**src/rtl/win3x3_filter.sv**
```systemverilog
// 3x3 sliding window over column beats from the three-row line buffer, followed by
// a fixed Gaussian [1 2 1; 2 4 2; 1 2 1] stage producing the raw sum and a rounded /16 pixel.
module win3x3_filter #(
  parameter int ADDR_WIDTH = 7,
  parameter int DATA_WIDTH = 16,
  parameter int LENGTH     = 100
) (
  input  logic                    clk,
  input  logic                    rst,
  input  logic [DATA_WIDTH-1:0]   data_in_0,
  input  logic [DATA_WIDTH-1:0]   data_in_1,
  input  logic [DATA_WIDTH-1:0]   data_in_2,
  input  logic                    in_valid,
  output logic [DATA_WIDTH+3:0]   out_sum,
  output logic [DATA_WIDTH-1:0]   out_pix,
  output logic [ADDR_WIDTH-1:0]   out_col,
  output logic                    out_eol,
  output logic                    out_valid
);

  localparam int RW = DATA_WIDTH + 2;
  localparam int SW = DATA_WIDTH + 4;
  localparam int PW = DATA_WIDTH + 5;
  localparam logic [ADDR_WIDTH-1:0] LAST_COL = ADDR_WIDTH'(LENGTH - 1);
  localparam logic [ADDR_WIDTH-1:0] EOL_COL  = ADDR_WIDTH'(LENGTH - 2);

  logic [ADDR_WIDTH-1:0] col_cnt;
  logic [DATA_WIDTH-1:0] win_l [3];
  logic [DATA_WIDTH-1:0] win_c [3];
  logic [DATA_WIDTH-1:0] win_r [3];
  logic                  win_v;
  logic [ADDR_WIDTH-1:0] win_col;

  logic [RW-1:0]         row_sum [3];
  logic                  s1_v;
  logic [ADDR_WIDTH-1:0] s1_col;

  logic [SW-1:0]         sum_c;
  logic [PW-1:0]         rnd_c;

  // S0: column counter and window shift; windows straddling a line start are never flagged valid
  always_ff @(posedge clk) begin
    if (rst) begin
      col_cnt <= '0;
      win_v   <= 1'b0;
      win_col <= '0;
      for (int i = 0; i < 3; i++) begin
        win_l[i] <= '0;
        win_c[i] <= '0;
        win_r[i] <= '0;
      end
    end else begin
      win_v <= in_valid && (col_cnt >= ADDR_WIDTH'(2));
      if (in_valid) begin
        col_cnt  <= (col_cnt == LAST_COL) ? '0 : col_cnt + ADDR_WIDTH'(1);
        win_col  <= col_cnt - ADDR_WIDTH'(1);
        for (int i = 0; i < 3; i++) begin
          win_l[i] <= win_c[i];
          win_c[i] <= win_r[i];
        end
        win_r[0] <= data_in_0;
        win_r[1] <= data_in_1;
        win_r[2] <= data_in_2;
      end
    end
  end

  // S1: horizontal [1 2 1] per row
  always_ff @(posedge clk) begin
    if (rst) begin
      s1_v   <= 1'b0;
      s1_col <= '0;
      for (int i = 0; i < 3; i++) row_sum[i] <= '0;
    end else begin
      s1_v   <= win_v;
      s1_col <= win_col;
      for (int i = 0; i < 3; i++)
        row_sum[i] <= RW'(win_l[i]) + (RW'(win_c[i]) << 1) + RW'(win_r[i]);
    end
  end

  always_comb begin
    sum_c = SW'(row_sum[0]) + (SW'(row_sum[1]) << 1) + SW'(row_sum[2]);
    rnd_c = PW'(sum_c) + PW'(8);
  end

  // S2: vertical [1 2 1] and rounding; data outputs hold between valid results
  always_ff @(posedge clk) begin
    if (rst) begin
      out_valid <= 1'b0;
      out_eol   <= 1'b0;
      out_sum   <= '0;
      out_pix   <= '0;
      out_col   <= '0;
    end else begin
      out_valid <= s1_v;
      out_eol   <= s1_v && (s1_col == EOL_COL);
      if (s1_v) begin
        out_sum <= sum_c;
        out_pix <= DATA_WIDTH'(rnd_c >> 4);
        out_col <= s1_col;
      end
    end
  end

endmodule

```
**config.mk**
```make
export PLATFORM = sky130hd
export DESIGN_NAME = win3x3_filter
export DESIGN_NICKNAME = d
export VERILOG_FILES = /design/src/rtl/win3x3_filter.sv
export SDC_FILE = /design/constraint.sdc
export NUM_CORES = 1
export LEC_CHECK = 0
export ABC_CLOCK_PERIOD_IN_PS = 6600
export BUFFER_PORTS_ARGS = -buffer_cell sky130_fd_sc_hd__buf_2
export CAP_MARGIN = 20
export CORE_MARGIN = 3
export CORE_UTILIZATION = 50
export CTS_BUF_LIST = sky130_fd_sc_hd__clkbuf_8 sky130_fd_sc_hd__clkbuf_16
export CTS_CLUSTER_SIZE = 8
export DETAILED_ROUTE_END_ITERATION = 8
export HOLD_SLACK_MARGIN = 0.08
export PLACE_DENSITY = 0.68
export REMOVE_ABC_BUFFERS = 1
export SKIP_CTS_REPAIR_TIMING = 1
export SLEW_MARGIN = 20
export SYNTH_ARGS = -nofsm -noshare
export SYNTH_HDL_FRONTEND = slang
export SYNTH_SLANG_ARGS = --single-unit
```
**constraint.sdc**
```tcl
create_clock -name clk -period 6.6 [get_ports clk]
set_clock_uncertainty 0.05 [all_clocks]
set_input_delay 1.32 -clock clk [delete_from_list [all_inputs] [get_ports clk]]
set_output_delay 1.32 -clock clk [all_outputs]
set_load 0.01 [all_outputs]
```
==> out/results.txt <==
Lkg Pwr = 6.66 nW
Num Clock Sinks = 266
Worst Reg-to-Reg Cells = 15
R2r endpoint = out_pix[15]
Cell area after synthesis = 13,900 sq um
DP Worst Slack = 2.69 ns
Max Clk Rate = 257 MHz
Rel. slew slack = 37.7%
Layout Nets = 1,475
Crit path capture = out_pix[15]
Clk Latency, worst-skew pair = 0.51 ns
Initial antenna violation count = 0
Area share of xor/xnor cells in the synthesized design = 3.96%
Clock slew at reported path FFs = 0.05 ns
Post-synth EDFFs = 144
Status = complete, no violations
Sequential fraction of the synthesis area = 48.7%
Async set-reset flop share out of synthesis = 0%
Layout fillers = 2,284
RSZ-0062 raised after global routing = false
Slew Viols, Final = 0
Worst EP required = 6.94 ns
Post-Synth Adder-Cell Area = 16.2%
Synth Flop Type = edfxtp_1
Setup violators final = 0
Max Cap Violations = 0
DP Wirelength = 17.0 mm
Cells after synthesis = 1,189
Worst R2R Start = row_sum[0][1]
GRT Overall Usage = 16.3%
Die Ht = 173 um
Ports = 96
Setup crit start = row_sum[0][1]
I/O Buffers = 95
Critical Path Start Type = register
Seq cells post-synth = 266
Synth Area in Compound Gates = 9.61%
Fin Setup TNS = 0 ns
HP Start = s1_col[2]
Largest family of logic cells by synthesized area = simple AND/OR/NAND/NOR gates
Synth area leader = edfxtp_1
Num CTS Buffers = 39
CTS root buffer = clkbuf_16
GPL Wtd Cong = 0.841
Number of detailed-route iterations in the first pass = 5
Drt initial violations = 434
Antenna Diode Count = 0
FP Rows = 60
Crit path arrival time = 4.23 ns
Hold Path Class = reg2reg
Final wirelength = 24.0 mm
WL/cell = 14.3 um
Initial Util = 51.2%
Synth area leaders = edfxtp_1 (31%), dfxtp_1 (18%), fa_1 (9.5%)
Vias in the first global route = 8,411
Setup ws final = 2.71 ns
Peak VDD IR = 248 uV
Mux cell area share after synthesis = 1.96%
First-pass GRT wire length = 41.0 mm
Core Box Area = 27,100 sq um
Post-DRT Antenna Nets = 0
Worst-Margin Slew = 0.922 ns
Fraction of layout cells with a size suffix above 1 = 14.2%
Layout area overhead = 13.4%
Synth unique cells = 87
CP Capture Type = register
Final worst-path cycle share = 58.9%
Post-synthesis average cell area = 11.7 sq um
CTS tree = built
Yosys top cell area share = 31.1%
H-tree levels = 2
CP max FO = 6
Endpoints failing hold = 0
Post-synthesis simple-gate area fraction = 16.8%
Die Wd = 173 um
Pwr/cell area = 353 nW/um^2
Largest net degree at the start of global routing = 81
Number of synthesis warnings = 0
Via density = 5.13
Flop-to-flop setup slack = 2.71 ns
Vias = 8,608
Die area = 29,800 sq um
GR Overflow Total = 0
CP Class = reg2reg
Drt drc = 0
Buffer depth of the longest clock path = 3
Tmin final = 3.89 ns
metrics by stage:
stage               cell area (sq um)  hold slack (ns)  instances  util, %  total power [W]
floorplan                       13600            0.346       1142        -          0.00348
global placement                14600            0.360       1614     54.0          0.00382
detailed placement              14600            0.361       1614     54.0          0.00385
CTS                             15700            0.365       1678     58.0          0.00563
global route                    15800            0.369       1679     58.1          0.00597
finish                          15800            0.362       1679     58.1          0.00556
worst min path at each step:
stage / endpoint / slack (ns) / cells after the start
final: out_eol / 0.36 / 1
after global routing: out_eol / 0.37 / 1
after CTS: out_eol / 0.36 / 1
after detailed placement: out_eol / 0.36 / 1
after global placement: out_eol / 0.36 / 1
after floorplan: out_eol / 0.35 / 1
worst max-delay path, cell delays in order (launching register included):
cell,delay [ns]
dfxtp_1,0.30
inv_1,0.05
fa_1,0.46
inv_1,0.06
ha_1,0.20
inv_1,0.07
fa_1,0.42
nand2b_2,0.25
a21oi_2,0.23
o221ai_4,0.20
o211a_1,0.30
a311oi_4,0.37
nand2_2,0.13
nor4_1,0.38
nor3_1,0.08
a211o_1,0.23
metal layers:
layer	global-route usage, %	up-vias	routed length, um
li1	-	4344	-
met5	0	-	0
met2	25.1	156	10500
met1	23.7	4061	11700
met3	2.96	47	1180
met4	4.90	0	555
cell families (layout without fill, tap and decap cells):
logic type,count (synthesis),after routing
and+or+nand+nor,431,431
muxes,27,27
DFF,266,266
xor gates and xnor gates,62,62
AOI/OAI and AO/OA,180,180
buffers and inverters,83,201
adders and majority gates,140,140
state kept, by name, summed over array words and instances, names as in the netlist:
signal / cells
win_r: 48
col_cnt: 7
out_eol: 1
s1_v: 1
win_col: 7
row_sum: 54
win_v: 1
win_l: 48
win_c: 48
out_valid: 1
s1_col: 7
out_sum: 20
out_col: 7
out_pix: 16
synthesized netlist by cell type (8+ instances only):
library cell,n
ha_1,74
and2_1,147
nand2_1,38
xor2_1,24
a21o_1,14
nand2b_1,12
dfxtp_1,122
mux2i_1,26
o21ai_0,37
a21oi_1,34
clkbuf_1,32
fa_1,66
xnor2_1,37
nand3_1,8
inv_1,36
nor2b_1,26
a211oi_1,25
edfxtp_1,144
nor3_1,24
nor2_1,125
report_power, final:
group | internal [W] | switching (W) | leakage (nW)
combinational | 0.000767 | 0.00102 | 3.46
sequential | 0.00191 | 0.000114 | 2.58
clock | 0.00107 | 0.000672 | 0.617
layout by cell type (no fill, tap or decap), drive strengths merged, types with 4 or more instances in the layout:
cell type	netlist	final
a2111oi	4	4
a211o	4	4
a211oi	29	29
a21boi	6	6
a21o	15	15
a21oi	36	36
a31oi	6	6
and2	150	150
and3	6	6
buf	10	101
clkbuf	37	41
dfxtp	122	122
edfxtp	144	144
fa	66	66
ha	74	74
inv	36	59
mux2i	26	26
nand2	39	39
nand2b	13	13
nand3	10	10
nand4	5	5
nor2	126	126
nor2b	26	26
nor3	26	26
nor3b	5	5
nor4	5	5
o211ai	5	5
o21a	6	6
o21ai	40	40
o21bai	4	4
or3	8	8
xnor2	37	37
xor2	25	25
final cells by class:
cell class / instances / area [sq um] / share of cell area, %
repair buffers: 101 / 543 / 3.45
flip-flops and latches: 266 / 6770 / 43.0
well taps: 372 / 465 / 2.95
clock inverters: 23 / 91.3 / 0.580
inverters: 36 / 135 / 0.858
multi-input cells: 840 / 6750 / 42.8
clock buffers: 41 / 1000 / 6.37
No activity file was read; power rests on OpenSTA's default activity.
